<file path="config.mk">
export PLATFORM = sky130hd
export DESIGN_NAME = comparator_serial_nbit
export DESIGN_NICKNAME = d
export VERILOG_FILES = /design/src/rtl/comparator_serial_nbit.sv
export SDC_FILE = /design/constraint.sdc
export NUM_CORES = 1
export LEC_CHECK = 0
export ABC_AREA = 1
export BUFFER_PORTS_ARGS = -buffer_cell sky130_fd_sc_hd__buf_2
export CORE_ASPECT_RATIO = 0.8
export CORE_UTILIZATION = 52
export DETAILED_ROUTE_END_ITERATION = 10
export PLACE_DENSITY = 0.79
export RECOVER_POWER = 100
export SYNTH_ARGS = -nofsm -noshare
export SYNTH_HDL_FRONTEND = slang
export SYNTH_SLANG_ARGS = --single-unit
</file>
<file path="constraint.sdc">
create_clock -name clk -period 1.4 [get_ports clk]
set_input_delay 0.28 -clock clk [delete_from_list [all_inputs] [get_ports clk]]
set_output_delay 0.28 -clock clk [all_outputs]
set_load 0.02 [all_outputs]
</file>
<file path="src/rtl/comparator_serial_nbit.sv">
// Digit-serial magnitude comparator: walks two N-bit operands W bits per cycle, MSD first,
// in unsigned or two's-complement mode, with optional exit on the first differing digit.
//
// state | meaning
// IDLE  | waiting for start; result flags and digits_used hold the last result
// RUN   | examining one digit per cycle from the top of a_sh/b_sh
module comparator_serial_nbit #(
    parameter int N = 8,
    parameter int W = 2,
    localparam int DIGITS = N / W,
    localparam int CW = $clog2(DIGITS + 1)
) (
    input  logic          clk,
    input  logic          rst,
    input  logic          start,
    input  logic [N-1:0]  A,
    input  logic [N-1:0]  B,
    input  logic          signed_mode,
    input  logic          early_exit_en,
    output logic          busy,
    output logic          done,
    output logic          Lesser,
    output logic          Greater,
    output logic          Equal,
    output logic [CW-1:0] digits_used
);

    localparam logic [0:0] IDLE = 1'b0;
    localparam logic [0:0] RUN  = 1'b1;

    logic [0:0]    state_q, state_d;
    logic [N-1:0]  a_sh_q, a_sh_d, b_sh_q, b_sh_d;
    logic [CW-1:0] cnt_q, cnt_d;
    logic          decided_q, decided_d;
    logic          pend_gt_q, pend_gt_d;
    logic          ee_q, ee_d;
    logic          done_q, done_d;
    logic          lesser_q, lesser_d;
    logic          greater_q, greater_d;
    logic          equal_q, equal_d;
    logic [CW-1:0] digits_used_q, digits_used_d;

    logic [W-1:0]  digit_a, digit_b;
    logic          diff, gt, last;
    logic [N-1:0]  sign_flip;

    assign digit_a   = a_sh_q[N-1 -: W];
    assign digit_b   = b_sh_q[N-1 -: W];
    assign diff      = (digit_a != digit_b);
    assign gt        = (digit_a > digit_b);
    assign last      = (cnt_q == CW'(DIGITS - 1));
    // Offset-binary mapping: flipping the sign bit turns a signed compare into an unsigned one.
    assign sign_flip = N'(signed_mode) << (N - 1);

    always_comb begin
        state_d       = state_q;
        a_sh_d        = a_sh_q;
        b_sh_d        = b_sh_q;
        cnt_d         = cnt_q;
        decided_d     = decided_q;
        pend_gt_d     = pend_gt_q;
        ee_d          = ee_q;
        done_d        = 1'b0;
        lesser_d      = lesser_q;
        greater_d     = greater_q;
        equal_d       = equal_q;
        digits_used_d = digits_used_q;

        case (state_q)
            IDLE: begin
                if (start) begin
                    a_sh_d        = A ^ sign_flip;
                    b_sh_d        = B ^ sign_flip;
                    cnt_d         = '0;
                    decided_d     = 1'b0;
                    pend_gt_d     = 1'b0;
                    ee_d          = early_exit_en;
                    lesser_d      = 1'b0;
                    greater_d     = 1'b0;
                    equal_d       = 1'b0;
                    digits_used_d = '0;
                    state_d       = RUN;
                end
            end
            default: begin
                if (!decided_q && diff) begin
                    decided_d = 1'b1;
                    pend_gt_d = gt;
                end
                a_sh_d = a_sh_q << W;
                b_sh_d = b_sh_q << W;
                cnt_d  = cnt_q + CW'(1);
                if ((ee_q && diff) || last) begin
                    state_d       = IDLE;
                    done_d        = 1'b1;
                    digits_used_d = cnt_q + CW'(1);
                    // First differing digit wins; later digits never overwrite it.
                    if (decided_q) begin
                        greater_d = pend_gt_q;
                        lesser_d  = !pend_gt_q;
                    end else if (diff) begin
                        greater_d = gt;
                        lesser_d  = !gt;
                    end else begin
                        equal_d = 1'b1;
                    end
                end
            end
        endcase
    end

    always_ff @(posedge clk) begin
        if (rst) begin
            state_q       <= IDLE;
            a_sh_q        <= '0;
            b_sh_q        <= '0;
            cnt_q         <= '0;
            decided_q     <= 1'b0;
            pend_gt_q     <= 1'b0;
            ee_q          <= 1'b0;
            done_q        <= 1'b0;
            lesser_q      <= 1'b0;
            greater_q     <= 1'b0;
            equal_q       <= 1'b0;
            digits_used_q <= '0;
        end else begin
            state_q       <= state_d;
            a_sh_q        <= a_sh_d;
            b_sh_q        <= b_sh_d;
            cnt_q         <= cnt_d;
            decided_q     <= decided_d;
            pend_gt_q     <= pend_gt_d;
            ee_q          <= ee_d;
            done_q        <= done_d;
            lesser_q      <= lesser_d;
            greater_q     <= greater_d;
            equal_q       <= equal_d;
            digits_used_q <= digits_used_d;
        end
    end

    assign busy        = (state_q == RUN);
    assign done        = done_q;
    assign Lesser      = lesser_q;
    assign Greater     = greater_q;
    assign Equal       = equal_q;
    assign digits_used = digits_used_q;

endmodule

</file>
======== After elaboration in Yosys (flattened, before gate mapping) ========
Cells that the tools add are included.
word-level totals
  bits in registers ....................... 30
  output and inout port bits .............. 8
  word-level logic and storage cells ...... 69
  bits of input ports ..................... 21
cells by class
  multiplexer cells ....................... 29
  bitwise gates (word level) .............. 3
  equal/unequal tests ..................... 7
  reductions and logical operators ........ 14
  $add $sub $neg .......................... 1
  order comparisons ....................... 1
operators with widths
  kind                   number
  $mux W8                4
  $mux W1                21
  $xor A8 B8 Y8          2
  $mux W3                4
  $reduce_and A2 Y1      3
  $ne A2 B1 Y1 const B   2
  $ne A2 B2 Y1 const B   2
  $reduce_and A4 Y1      1
  $reduce_or A2 Y1       2
  $add A3 B1 Y3 const B  1
  $eq A3 B2 Y1 const B   1
  $logic_not A1 Y1       3
  $ne A3 B1 Y1 const B   1
  $reduce_and A3 Y1      1
  $gt A2 B2 Y1           1
  $logic_and A1 B1 Y1    2
  $ne A2 B2 Y1           1
  $reduce_bool A2 Y1     1
  $logic_or A1 B1 Y1     1
  $not A1 Y1             1

======== Logic depth before layout (Yosys ltp) ========
Gate-level depths: netlist (run 1).
  depth in word-level cells ............... 6
  mapped depth ............................ 10
  depth with buffers taken out ............ 10

======== Worst setup path after synthesis (run 1) ========
OpenSTA, ideal clock, no wires.
  path type ............................... flip-flop to flip-flop
  from .................................... register b_sh_q[7]
  to ...................................... register equal_q, in the netlist Equal
  slack ................................... 0.126 ns
  buffers on the path ..................... 0
  clock period less this slack ............ 1.274 ns
  arrival time ............................ 1.160 ns
  stages on the path, launching flop included .. 10
  data required time ...................... 1.286 ns
  path through ............................ dfxtp_1 > inv_1 > ha_1 > nand2_1 > nand2_1 > nand2_1 > nand2_1 > nand2_1 > a21oi_1 > nor2_1
on the way
  cells in the longest elaborated chain, start to end .. 5
  elaborated cells between the ends (all ways) .. 6
  classes of those cells .................. eq/ne: 3; reduce/logical: 3
ends and longest elaborated chain
  what                             RTL line  text
  from (decl)                      32        logic [N-1:0] a_sh_q, a_sh_d, b_sh_q, b_sh_d;
  from (signal assigned)           129       b_sh_q <= b_sh_d;
  $ne A2 B2 Y1 (*)                 49        assign diff = (digit_a != digit_b);
  $logic_and A1 B1 Y1              93        if ((ee_q && diff) || last) begin
  $logic_or A1 B1 Y1               93
  $ne A2 B1 Y1 (no line)           n/a
  $reduce_and A4 Y1 (no line) (*)  n/a
  to (signal assigned)             137       equal_q <= equal_d;
  to (decl)                        40        logic equal_q, equal_d;
Mark *: on every way between the ends. The rest lies on a longest branch, timed or not.
A chain may end at the register's enable or synchronous reset.

======== Worst setup path in the final report (run 1) ========
  from .................................... register state_q, in the netlist busy
  to ...................................... output port busy
RTL lines
  what                    RTL line  text
  from (decl)             31        logic [0:0] state_q, state_d;
  from (signal assigned)  127       state_q <= state_d;
  to (decl)               20        output logic busy,
No word-level cell between the ends.

==> results.py, run 1 <==
metrics = {
    "clock_tree": {
        "cts_tree": "done",
        "cts_max_path_buffers": 2,
        "cts_setup_buffers": 0,
        "clock_sinks": 30,
        "cts_buffers": 5,
        "holdBufCountCts": 0,
        "htreeDepth": 2,
        "root_buffer": "clkbuf_4",
        "worstSkewPairLatency_ns": 0.33,
        "clk_pin_slew_ns": 0.08,
    },
    "yosys": {
        "yosys_most_used_dff": "dfxtp_1",
        "netlist_area_sq_um": 1340,
        "synthTopCellsByArea": "dfxtp_1 (45%), nand2_1 (18%), inv_1 (7.0%)",
        "syn_avg_cell_area_sq_um": 7.19,
        "synth_seq_cells": 30,
        "synth_top_area_share_pct": 44.9,
        "synthArstFlopShare_pct": 0,
        "ys_warn_count": 0,
        "synth-edff-count": 0,
        "synth_top_area_cell": "dfxtp_1",
        "synth_common_cells": "nand2_1 (64), dfxtp_1 (30), inv_1 (25)",
        "syn_nets": 211,
        "yosysMostFrequentCell": "nand2_1",
        "ys_seq_area_share_pct": 44.9,
        "synthCells": 186,
        "yosysUniqueCellTypes": 23,
    },
    "worst_setup_path": {
        "cp_max_fo": 18,
        "max_stage_delay_ns": 0.38,
        "r2r-start": "b_sh_q[7]",
        "crit_path_end_kind": "output pin",
        "worst_ep_arrival_time_ns": 1.05,
        "crit_required_ns": 1.12,
        "ff2ff_setup_slack_ns": 0.08,
        "crit_type": "flop to output pin",
        "rr_endpoint": "Equal",
        "startpoint_type": "flop",
        "r2r_cells": 9,
        "cpMaxStageDelayCell": "dfxtp_4",
        "cp_cell_sequence": "buf_8 -> buf_4",
    },
    "global_routing": {
        "grt-ovfl-total": 0,
        "grt_pass1_wl_mm": 4.60,
        "antenna_found_initial": 0,
        "grt.total_usage_pct": 23.9,
        "grt_pass1_vias": 1109,
        "grt_max_degree": 19,
    },
    "final_layout": {
        "diodes": 0,
        "multi_input_area_sq_um": 646,
        "design_area_sq_um": 1630,
        "regArea_sq_um": 606,
        "final_util_pct": 66.9,
        "num-fill-cells": 225,
        "drive_gt1_share_pct": 21.7,
        "final_net_count": 243,
        "syn2layout_area_growth_pct": 22.1,
    },
    "floorplan": {
        "rows": 16,
        "io_pins": 29,
        "dieArea_sq_um": 2780,
        "die_h_um": 47.4,
        "start_util_pct": 54.8,
        "die_x_um": 58.7,
        "core_sq_um": 2440,
    },
    "power": {
        "power_density_nw_per_um2": 1100,
        "p_leak_uw": 0.000795,
        "ir_worst_vdd_mv": 0.564,
    },
    "timing": {
        "fmax_mhz": 754,
        "tns_ns": 0,
        "maxSlewViolCount": 0,
        "final_hold_viol_count": 0,
        "max_slew_margin_pct": 83.3,
        "tightest_slew_ns": 0.252,
        "period_needed_ns": 1.33,
        "setup_viol": 0,
        "finalCritPeriodShare_pct": 94.8,
        "finClkSkew_ns": 0.00534,
        "hold_ws_ns": 0.196,
    },
    "worst_hold_path": {
        "hp-class": "input pin to flop",
        "worstHoldPathCells": 3,
        "min-delay-start": "B[0]",
        "min_to": "b_sh_q[0]",
    },
    "place": {
        "portBuffers": 28,
        "hpwl_mm": 2.12,
        "post_dp_cell_area_sq_um": 1520,
        "routabilityCongestion": 0.790,
    },
    "drt": {
        "ant_nets": 0,
        "drcViolationCount": 0,
        "wl_per_cell_um": 11.7,
        "totalWireLength_mm": 2.95,
        "vias_per_cell": 5.00,
        "drt_first_pass_iters": 4,
        "vias": 1265,
        "drtIter0Drc": 40,
    },
    "flow_run": {
        "drv_cap": 0,
    },
    "run_status": {
        "status": "complete, no violations",
    },
}
==> final cells by class <==
cell class / instances / share of cell area, %
inverters: 29 / 6.67
multi-input cells: 121 / 39.5
clock buffers: 6 / 3.14
well taps: 36 / 2.76
repair buffers: 31 / 10.8
flip-flops and latches: 30 / 37.1
==> power breakdown <==
group	switching (uW)	leakage [uW]	total, uW	internal, uW
registers	36.1	0.000247	945	908
clock network	278	0.0000302	504	226
logic	217	0.000518	355	138
total	531	0.000795	1800	1270
==> worst max-delay path by stage <==
stage | depth (start not counted) | slack, ns | start | endpoint
finish | 2 | 0.07 | busy | busy
global route | 9 | -0.01 | a_sh_q[6] | Equal
CTS | 2 | 0.02 | busy | busy
detailed placement | 9 | 0.008 | b_sh_q[7] | Equal
global placement | 9 | 0.08 | b_sh_q[7] | Equal
floorplan | 9 | 0.13 | b_sh_q[7] | Equal
==> sequential cells by signal (all words and copies together) (netlist names) <==
name and flops:
Equal 1, Greater 1, Lesser 1, a_sh_q 8, b_sh_q 8, busy 1
cnt_q 3, decided_q 1, digits_used 3, done 1, ee_q 1, pend_gt_q 1
==> cell usage in the layout (no fill, tap or decap), drive strengths merged <==
master,Yosys,layout
xor2,2,2
dfxtp,30,30
nor3,1,1
a22oi,5,5
buf,6,24
clkinv,1,1
a211oi,1,1
nand2,65,65
o21ai,6,6
ha,4,4
o31ai,1,1
inv,28,28
nor2,12,12
clkbuf,0,13
a31oi,2,2
nand4,2,2
a21oi,12,12
nand3,6,6
o211ai,2,2
==> logic make-up (layout without fill, tap and decap cells) <==
kind of cell | after synthesis | count (layout) | synth area share, %
buffers and inverters | 35 | 66 | 11.2
xor gates and xnor gates | 2 | 2 | 1.31
DFF | 30 | 30 | 44.9
AOI/OAI and AO/OA | 29 | 29 | 12.7
and+or+nand+nor | 86 | 86 | 26.1
adders and majority gates | 4 | 4 | 3.74
==> routing by layer <==
layer	up-vias	share of wire, %	global-route usage [%]
li1	647	-	-
met1	575	47	26.3
met2	35	46	41.8
met3	8	5.1	9.92
met4	0	1.6	10.5
met5	-	0	0
==> stage by stage <==
| stage | total power (uW) | setup WS (ns) | instances |
|---|---|---|---|
| 6_report | 1800 | 0.0729 | 253 |
| 5_1_grt | 1910 | -0.0102 | 253 |
| 4_1_cts | 1780 | 0.0171 | 253 |
| 3_5_place_dp | 1280 | 0.00820 | 247 |
| 3_3_place_gp | 1270 | 0.0754 | 247 |
| 2_1_floorplan | 1180 | 0.126 | 186 |
==> timing repair <==
action | CTS | global route
endpoints found under the setup margin | 3 | 7
gates resized for setup | 4 | 17
pin swaps | 0 | 2
==> critical path, delay by kind of cell (launching register included) <==
kind,cells,cell delay [ns]
buf+inv,2,0.33
flops,1,0.38
Power figures use the tool's default switching activity.
==> run 2: changes to the inputs <==
Settings changed: SETUP_SLACK_MARGIN set to 0.15.
==> results.py, run 2 (synthesis results as in run 1) <==
metrics = {
    "timing": {
        "tns_ns": 0,
        "fmax_mhz": 774,
        "final_hold_viol_count": 0,
        "maxSlewViolCount": 0,
        "max_slew_margin_pct": 74.4,
        "setup_viol": 0,
        "rsz0062_at_grt": "true",
        "worst_slack_ns": 0.108,
        "period_needed_ns": 1.29,
        "finalCritPeriodShare_pct": 92.3,
        "tightest_slew_ns": 0.382,
        "finClkSkew_ns": 0.00592,
        "hold_ws_ns": 0.171,
    },
    "final_layout": {
        "reg.largest.list": "a_sh_q: 8 flops, b_sh_q: 8 flops",
        "final_net_count": 251,
        "drive_gt1_share_pct": 27.9,
        "syn2layout_area_growth_pct": 30.1,
        "layout_commonest_cell": "nand2_1",
        "final_cell_mix": "nand2_1 (56), dfxtp_1 (28), inv_1 (23), buf_2 (20)",
        "diodes": 0,
        "instances_no_fill": 262,
    },
    "floorplan": {
        "die_x_um": 58.7,
        "start_util_pct": 54.8,
        "rows": 16,
        "dieArea_sq_um": 2780,
        "die_h_um": 47.4,
        "core_sq_um": 2440,
        "io_pins": 29,
    },
    "place": {
        "hpwl_mm": 2.22,
        "place_ws_ns": 0.0146,
        "routabilityCongestion": 0.826,
        "dp.cells": 249,
        "portBuffers": 28,
    },
    "drt": {
        "drcViolationCount": 0,
        "vias_per_cell": 5.06,
        "wl_per_cell_um": 12.7,
        "drt_first_pass_iters": 4,
        "totalWireLength_mm": 3.33,
        "ant_nets": 0,
        "vias": 1325,
        "drtIter0Drc": 44,
    },
    "power": {
        "power_density_nw_per_um2": 1070,
        "p_leak_uw": 0.000846,
        "ir_worst_vdd_mv": 0.562,
        "p_total_uw": 1860,
    },
    "clock_tree": {
        "htreeDepth": 2,
        "cts_buffers": 5,
        "worstSkewPairLatency_ns": 0.34,
        "cts_tree": "done",
        "root_buffer": "clkbuf_4",
        "cts_max_path_buffers": 2,
        "clock_sinks": 30,
        "holdBufCountCts": 0,
        "clk_pin_slew_ns": 0.09,
    },
    "worst_setup_path": {
        "worst_ep_arrival_time_ns": 1.53,
        "crit_path_end_kind": "flop",
        "cp_max_fo": 5,
        "startpoint_type": "flop",
        "crit_required_ns": 1.63,
        "crit_type": "flop to flop",
    },
    "worst_hold_path": {
        "hp-class": "input pin to flop",
    },
    "run_status": {
        "status": "complete, no violations",
    },
    "global_routing": {
        "grt_pass1_wl_mm": 4.60,
        "grt-ovfl-total": 0,
        "grt_pass1_vias": 1070,
        "grt.total_usage_pct": 23.7,
        "grt_max_degree": 18,
        "antenna_found_initial": 0,
    },
    "flow_run": {
        "drv_cap": 0,
    },
}
## run 2: cell count changes in the layout (fill, tap and decap cells not counted), sizes merged
cell,previous run,this run
buf,24,32
clkbuf,13,14
## run 2: final cells by class
class	instances	area, sq um
Fill cell	198	702
Multi-Input combinational cell	121	697
Sequential cell	30	606
Timing Repair Buffer	39	236
Inverter	29	111
Clock buffer	7	45.0
Tap cell	36	45.0
## run 2: what timing repair did
action                     in CTS  in global routing
setup buffers                   3                  3
resized for setup              17                 24
setup endpoints to repair      10                 17
pin swaps                       1                  5
## run 2: per-stage QoR
step           instance area [sq um]  util (%)
2_1_floorplan                   1350         -
4_1_cts                         1660      67.8
5_1_grt                         1740      71.3
3_5_place_dp                    1530      62.5
6_report                        1740      71.3
3_3_place_gp                    1530      62.5
## run 2: where the power goes
group          internal [uW]  total (uW)  switching (uW)
registers                909         947            38.5
clock network            189         478             290
logic                    181         431             250
## run 2: worst paths after layout
check                                from   endpoint  slack, ns  depth (start not counted)
worst max register to register  b_sh_q[7]      Equal       0.11                          9
worst min-delay path                 B[0]  b_sh_q[0]       0.17                          3
worst max-delay path            b_sh_q[7]      Equal       0.11                          9
worst min register to register  b_sh_q[0]  b_sh_q[0]       0.46                          2
## run 2: metal layers
layer  up-vias  global-route usage [%]  part of all wire (%)  wire length [um]
li1        661                       -                     -                 -
met1       609                    29.6                    42              1390
met2        45                    38.4                    48              1610
met3        10                    9.64                   7.8               258
met4         0                    7.62                   2.2                73
met5         -                       0                     0                 0
## run 2: worst max-delay path: stages, from the launching register on
cell and delay (ns):
dfxtp_2 0.34, inv_2 0.04, ha_4 0.29, nand2_4 0.06, nand2_4 0.08, nand2_4 0.05, nand2_4 0.10, nand2_2 0.06
a21oi_2 0.12, nor2_1 0.05
